==> src/rtl/pwm_playback_mc.sv <==
// pwm_playback_mc: multi-channel PWM sample player with per-frame shadow prefetch.
// Define PWM_PLAYBACK_LOOP_EN to let loop_en repeat the buffer.
module pwm_playback_mc #(
    parameter int CLK_FREQ    = 100,
    parameter int INPUT_FREQ  = 24000,
    parameter int SAMPLE_BITS = 7,
    parameter int NUM_CH      = 2,
    parameter int RAM_SIZE    = 16384
) (
    input  logic                        clk,
    input  logic                        rst_n,
    input  logic                        start_playback,
    input  logic                        stop_playback,
    input  logic                        loop_en,
    output logic [$clog2(RAM_SIZE)-1:0] ram_rdaddr,
    input  logic [SAMPLE_BITS:0]        ram_sample,
    output logic [NUM_CH-1:0]           pwm_out,
    output logic                        busy,
    output logic                        done,
    output logic [15:0]                 clr_led
);
    localparam int AW = $clog2(RAM_SIZE);
    localparam int SW = SAMPLE_BITS + 1;
    localparam int CLK_COUNT = int'((64'(CLK_FREQ) * 64'd1000000)
                                    / (64'(INPUT_FREQ) << SAMPLE_BITS));
    localparam int TW = (CLK_COUNT > 1) ? $clog2(CLK_COUNT) : 1;
    localparam int FRAMES = RAM_SIZE / NUM_CH;
    localparam int FW = (FRAMES > 1) ? $clog2(FRAMES) : 1;
    localparam int CW = (NUM_CH > 1) ? $clog2(NUM_CH) : 1;
    localparam logic [SAMPLE_BITS-1:0] PH_MAX = '1;

    if (CLK_COUNT < NUM_CH + 2) begin : g_clk_count_check
        $error("pwm_playback_mc: CLK_COUNT must be at least NUM_CH+2");
    end

    typedef enum logic [1:0] {IDLE, PREFETCH, PLAY} state_t;

    state_t                 state_q, state_d;
    logic [TW-1:0]          tick_q, tick_d;
    logic [SAMPLE_BITS-1:0] phase_q, phase_d;
    logic                   playing_q, playing_d;
    logic [FW-1:0]          cur_frame_q, cur_frame_d;
    logic                   stop_pend_q, stop_pend_d;
    logic [AW-1:0]          rdaddr_q, rdaddr_d;
    logic                   fetch_q, fetch_d;
    logic [CW-1:0]          fch_q, fch_d;
    logic                   cap_q, cap_d;
    logic [CW-1:0]          cap_ch_q, cap_ch_d;
    logic                   done_q, done_d;
    logic [15:0]            led_q, led_d;
    logic [SW-1:0]          shadow_q [NUM_CH];
    logic [SW-1:0]          shadow_d [NUM_CH];
    logic [SW-1:0]          amp_q [NUM_CH];
    logic [SW-1:0]          amp_d [NUM_CH];
    logic [3:0]             start_sync_q, start_sync_d;
    logic [3:0]             stop_sync_q, stop_sync_d;

    logic          start_edge, stop_edge, stop_now, tick;
    logic          last_frame, loop_eff;
    logic [FW-1:0] next_frame;
    logic [AW+3:0] addr_pad;
    logic [3:0]    led_idx;

`ifdef PWM_PLAYBACK_LOOP_EN
    assign loop_eff = loop_en;
`else
    logic unused_loop_en;
    assign unused_loop_en = loop_en;
    assign loop_eff = 1'b0;
`endif

    always_comb begin
        start_sync_d = {start_sync_q[2:0], start_playback};
        stop_sync_d  = {stop_sync_q[2:0], stop_playback};
        start_edge   = start_sync_q[2] & ~start_sync_q[3];
        stop_edge    = stop_sync_q[2] & ~stop_sync_q[3];
        stop_now     = stop_pend_q | stop_edge;
        tick         = (tick_q == TW'(CLK_COUNT - 1));
        tick_d       = tick ? '0 : tick_q + 1'b1;
        last_frame   = (cur_frame_q == FW'(FRAMES - 1));
        next_frame   = '0;
        if (playing_q && !last_frame)
            next_frame = cur_frame_q + 1'b1;
        addr_pad     = {rdaddr_q, 4'b0000};
        led_idx      = ~addr_pad[AW+3:AW];

        state_d     = state_q;
        phase_d     = phase_q;
        playing_d   = playing_q;
        cur_frame_d = cur_frame_q;
        stop_pend_d = stop_pend_q;
        rdaddr_d    = rdaddr_q;
        fetch_d     = fetch_q;
        fch_d       = fch_q;
        cap_d       = fetch_q;
        cap_ch_d    = fch_q;
        done_d      = 1'b0;
        led_d       = '0;
        shadow_d    = shadow_q;
        amp_d       = amp_q;

        // One read per clock; data is captured a cycle later.
        if (fetch_q) begin
            rdaddr_d = rdaddr_q + 1'b1;
            if (fch_q == CW'(NUM_CH - 1))
                fetch_d = 1'b0;
            else
                fch_d = fch_q + 1'b1;
        end
        if (cap_q)
            shadow_d[cap_ch_q] = ram_sample;

        unique case (state_q)
            IDLE: begin
                if (start_edge) begin
                    state_d     = PREFETCH;
                    rdaddr_d    = '0;
                    fetch_d     = 1'b1;
                    fch_d       = '0;
                    cur_frame_d = '0;
                    playing_d   = 1'b0;
                    phase_d     = '0;
                    stop_pend_d = 1'b0;
                end
            end
            PREFETCH: begin
                if (stop_edge)
                    stop_pend_d = 1'b1;
                if (cap_q && cap_ch_q == CW'(NUM_CH - 1))
                    state_d = PLAY;
            end
            PLAY: begin
                if (stop_edge)
                    stop_pend_d = 1'b1;
                if (tick) begin
                    if (playing_q && phase_q != PH_MAX) begin
                        phase_d = phase_q + 1'b1;
                    end else if (stop_now
                                 || (playing_q && last_frame && !loop_eff)) begin
                        state_d     = IDLE;
                        playing_d   = 1'b0;
                        stop_pend_d = 1'b0;
                        done_d      = 1'b1;
                    end else begin
                        playing_d        = 1'b1;
                        phase_d          = '0;
                        amp_d            = shadow_q;
                        led_d[led_idx]   = 1'b1;
                        cur_frame_d      = next_frame;
                        // Skip the fetch when this frame is the final one.
                        if (loop_eff || next_frame != FW'(FRAMES - 1)) begin
                            fetch_d = 1'b1;
                            fch_d   = '0;
                        end
                    end
                end
            end
            default: state_d = IDLE;
        endcase
    end

    always_ff @(posedge clk or negedge rst_n) begin
        if (!rst_n) begin
            state_q      <= IDLE;
            tick_q       <= '0;
            phase_q      <= '0;
            playing_q    <= 1'b0;
            cur_frame_q  <= '0;
            stop_pend_q  <= 1'b0;
            rdaddr_q     <= '0;
            fetch_q      <= 1'b0;
            fch_q        <= '0;
            cap_q        <= 1'b0;
            cap_ch_q     <= '0;
            done_q       <= 1'b0;
            led_q        <= '0;
            shadow_q     <= '{default: '0};
            amp_q        <= '{default: '0};
            start_sync_q <= '0;
            stop_sync_q  <= '0;
        end else begin
            state_q      <= state_d;
            tick_q       <= tick_d;
            phase_q      <= phase_d;
            playing_q    <= playing_d;
            cur_frame_q  <= cur_frame_d;
            stop_pend_q  <= stop_pend_d;
            rdaddr_q     <= rdaddr_d;
            fetch_q      <= fetch_d;
            fch_q        <= fch_d;
            cap_q        <= cap_d;
            cap_ch_q     <= cap_ch_d;
            done_q       <= done_d;
            led_q        <= led_d;
            shadow_q     <= shadow_d;
            amp_q        <= amp_d;
            start_sync_q <= start_sync_d;
            stop_sync_q  <= stop_sync_d;
        end
    end

    always_comb begin
        pwm_out = '0;
        for (int c = 0; c < NUM_CH; c++)
            if (state_q == PLAY && playing_q)
                pwm_out[c] = ({1'b0, phase_q} < amp_q[c]);
    end

    assign ram_rdaddr = rdaddr_q;
    assign busy       = (state_q != IDLE);
    assign done       = done_q;
    assign clr_led    = led_q;
endmodule

==> config.mk <==
export PLATFORM = sky130hd
export DESIGN_NAME = pwm_playback_mc
export DESIGN_NICKNAME = d
export VERILOG_FILES = /design/src/rtl/pwm_playback_mc.sv
export SDC_FILE = /design/constraint.sdc
export NUM_CORES = 1
export LEC_CHECK = 0
export BUFFER_PORTS_ARGS = -buffer_cell sky130_fd_sc_hd__buf_2
export CAP_MARGIN = 0
export CELL_PAD_IN_SITES_DETAIL_PLACEMENT = 1
export CELL_PAD_IN_SITES_GLOBAL_PLACEMENT = 1
export CORE_AREA = 2 2 114 116
export DETAILED_ROUTE_END_ITERATION = 16
export DIE_AREA = 0 0 116 118
export GPL_TIMING_DRIVEN = 0
export PLACE_DENSITY_LB_ADDON = 0.2
export RECOVER_POWER = 25
export SYNTH_ARGS = -nofsm -noshare
export SYNTH_HDL_FRONTEND = slang
export SYNTH_SLANG_ARGS = --single-unit
==> constraint.sdc <==
create_clock -name clk -period 2.4 [get_ports clk]
set_input_delay 0.36 -clock clk [delete_from_list [all_inputs] [get_ports clk]]
set_output_delay 0.36 -clock clk [all_outputs]
set_load 0.1 [all_outputs]
==> metrics.md <==
| Metric | Value |
|---|---|
| Clock sink count | 104 |
| Register-to-Register Path Depth | 9 |
| Die Area | approximately 0.014 mm² |
| Sw Pwr | 1.68 mW |
| CP bufs+invs | 1 |
| Hpwl dp | around 7700 µm |
| Fraction of layout cells with a size suffix above 1 | a little under a third |
| Total gr overflow | 0 |
| Sequential share of the synthesized area | a little over half |
| Vias/cell | 5.27 |
| Post-synth EDFFs | 0 |
| Ant diodes | 0 |
| Status | finished, violations left |
| Largest net degree at the start of global routing | 64 |
| Final setup viols | 5 |
| P_int | 3.23 mW |
| Slowest CP cell | or4_4 |
| Crit-path max cell delay | ~0.6 ns |
| Place WS | -0.237 ns |
| Failing checks | setup timing |
| WP data required | about 2.7 ns |
| Clk buf depth | 2 |
| Clock-pin transition on the worst setup and hold timing paths | around 0.070 ns |
| Switching part of the total power | about a third |
| Worst slew margin | between 20 and 30% |
| Placement Rows | 41 |
| CTS tree | done |
| H-tree depth | 3 |
| Initial antenna violation count | 0 |
| Routed wl met3 | 459 µm |
| DP Cell Count | ~650 |
| Total CTS buffers | 9 |
| Cell Pwr Density | 822 mW/mm² |
| Min Hold Slack | between 0.1 and 0.15 ns |
| Clk_lat worst skew | 0.36 ns |
| Worst Tran Pin Value | roughly 1.1 ns |
| First-pass GRT wire length | approximately 19000 µm |
| P&R area growth vs syn | 21.7% |
| Number of remaining DRC errors | 0 |
| Leakage | around 2.7 nW |
| CP Capture Type | flip-flop |
| Gp weighted congestion | ~0.82 |
| DR vias | roughly 3600 |
| Root Driver | clkbuf_16 |
| Hold Crit Class | in -> reg |
| Most frequent CP cell | nand2b_4 |
| Number of hold buffers added after cts | 0 |
| Post-Syn Area per Cell | roughly 11 µm² |
| Syn nets | roughly 470 |
| Final min period | between 2 and 2.5 ns |
| WL per Instance | roughly 17 µm |
| Synth Instances | ~430 |
| Nets | ~540 |
| Final Hold Fails | 0 |
| Drt total wl | about 12000 µm |
| Top routing layer used | met4 |
| Setup tns final | -0.0450 ns |
| Worst vdd ir | ~0.76 mV |
| Crit path depth | 9 |
| Period utilization | 101% |
| Top FF cell, synth | dfrtp_1 |
| Hold path cells | 1 |
| Yosys cell types | 56 |
| Wire length on met1 | between 5000 and 6000 µm |
| Initial Utilization | about two fifths |
| Unrepaired setup endpoints after global routing | true |
| PortBufs | 45 |
| Seq pwr share | 43.5% |
| FFs w/ async S/R, synth | between 90% and 100% |
| Max-slew violations | 0 |
| Total Power | between 4 and 5 mW |
| Core footprint | around 0.012 mm² |
| Yosys reg bits | about 100 |
| Area of the mapped netlist | roughly 0.0049 mm² |
| Max-Cap Viols | 0 |
| Comb power frac | between 20% and 30% |
| Crit path max fanout | 4 |
| Fmax | just over 0.4 GHz |
| All-Layer GR Usage | between 10% and 20% |
| Final Non-Filler Cells | just under 700 |
| Initial drt markers | around 150 |
| Layout Skew | slightly below 0.009 ns |
| Wire length on met2 | 5730 µm |
| Die width | 116 µm |
| Number of global-route vias before repair | ~3800 |
| CP Cell Sequence | ha_2 -> and3_4 -> ha_4 -> buf_6 -> nand2b_4 -> a21bo_4 -> or4_4 -> nand2b_4 -> o41ai_2 |
| Family with the most delay on the worst path | simple AND/OR/NAND/NOR gates |
| Crit Path Class | reg -> reg |
| Final worst slack | -0.0297 ns |
| Synth warn | 0 |
| Setup crit start kind | flip-flop |
| Die Y | 118 µm |
| Worst Path Arrival | 2.69 ns |
| Num ports | between 40 and 50 |
| Post-route ant nets | 0 |
| Clk pwr share | between 20% and 30% |
| Drt pass-1 iters | 4 |
-- state kept, by name (all words and copies together) (netlist names) --
register	count
amp_q	16
cap_ch_d	1
cap_ch_q	1
cap_d	1
cap_q	1
clr_led	16
cur_frame_q	13
done	1
phase_q	7
playing_q	1
ram_rdaddr	14
shadow_q	16
start_sync_q	4
state_q	2
stop_pend_q	1
stop_sync_q	4
tick_q	5
-- cells by family after synthesis --
logic type,Yosys count,synth area share [%]
AO/OA/AOI/OAI,87,12.0
AND/OR/NAND/NOR,138,15.2
multiplexers,38,9.18
adder cells (fa/ha/maj),21,5.35
flip-flops,104,53.0
buffers and inverters,32,2.98
XOR/XNOR,13,2.32
-- stage by stage --
stage	cell area (µm²)	util, %
global placement	5360	43.1
finish	5980	48.1
global route	5980	48.1
CTS	5780	46.6
detailed placement	5390	43.4
floorplan	4920	-
-- layer usage --
layer  global-route usage, %  vias to the layer above
met4                    4.99                        0
met5                       0                        -
met2                    29.7                       55
met3                    5.20                       12
li1                        -                     1716
met1                    23.7                     1811
-- worst reg2reg max path, stage by stage, from the launching register on --
cell and delay, ns:
dfrtp_1 0.36, ha_2 0.19, and3_4 0.19, ha_4 0.12
buf_6 0.10, nand2b_4 0.11, a21bo_4 0.23, or4_4 0.59
nand2b_4 0.22, o41ai_2 0.22
-- synthesized netlist by cell type, types with 3 or more instances --
cell type / n / area (µm²)
a21o_1: 10 / 75.1
a21oi_1: 21 / 105
a22o_1: 5 / 43.8
a31oi_1: 4 / 25.0
and3_1: 5 / 31.3
buf_2: 3 / 15.0
clkbuf_1: 7 / 26.3
dfrtp_1: 104 / 2600
ha_1: 21 / 263
inv_1: 19 / 71.3
mux2_2: 24 / 270
mux2_4: 8 / 120
mux2i_1: 6 / 60.1
nand2_1: 27 / 101
nand2b_1: 10 / 62.6
nand3_1: 11 / 55.1
nand4_1: 6 / 37.5
nor2_1: 21 / 78.8
nor2b_1: 4 / 25.0
nor3_1: 20 / 100
nor4_1: 12 / 75.1
o21ai_0: 21 / 105
o2bb2ai_1: 3 / 26.3
o31ai_1: 4 / 30.0
or2_2: 5 / 31.3
or3_1: 4 / 25.0
xnor2_1: 6 / 52.6
xor2_1: 7 / 61.3
-- cell usage in the layout (no fill, tap or decap), types with 3 or more instances in the layout --
cell type  Yosys  routed
dfrtp_1      104     102
a22o_1         5       5
o2bb2ai_1      3       3
nand3_1       11      11
inv_6          0       3
clkbuf_16      0      10
xor2_1         7       7
and3_1         5       4
or2_2          5       5
or3_1          4       4
mux2_4         8       8
nand4_1        6       6
a21oi_1       21      19
a31oi_1        4       4
mux2i_1        6       6
clkbuf_1       7       6
nor3_1        20      20
xnor2_1        6       6
buf_8          1       3
nand2_1       27      26
buf_2          3      44
o21ai_0       21      15
a21o_1        10      10
nand2b_1      10       9
ha_1          21      17
nor2b_1        4       4
buf_4          1      13
inv_1         19      19
nor4_1        12      12
nor2_1        21      21
mux2_2        24      24
o21ai_2        0       4
-- worst paths after layout --
check                                     start         endpoint  slack [ns]
max in group asynchronous                 rst_n    ram_rdaddr[6]        0.72
worst min-delay path             start_playback  start_sync_q[0]        0.10
worst max register to register        tick_q[1]   cur_frame_q[9]       -0.03
worst max-delay path                  tick_q[1]   cur_frame_q[9]       -0.03
min in group asynchronous                 rst_n         amp_q[2]        0.19
worst min register to register  start_sync_q[1]  start_sync_q[2]        0.35
-- power by group through the flow --
stage / clock network (mW) / registers (mW) / logic (mW)
after CTS: 1.49 / 2.14 / 1.26
after global routing: 1.55 / 2.17 / 1.46
final: 1.43 / 2.14 / 1.35
after floorplan: 0 / 2.27 / 0.744
after global placement: 0 / 2.15 / 1.14
after detailed placement: 0 / 2.17 / 1.18
-- layout make-up --
type                    count  area (µm²)
well taps                 172         215
fillers                  1366        6440
repair buffers             61         395
plain buffers              13        95.1
multi-input cells         297        2310
clock inverters             7        58.8
flip-flops and latches    104        2610
clock buffers               9         225
inverters                  19        71.3
-- what timing repair did --
item	CTS	global route
gates cloned	0	1
setup buffers	7	7
gates resized for setup	24	26
endpoints found under the setup margin	32	30
pin swaps	3	12
Power figures use the tool's default switching activity.
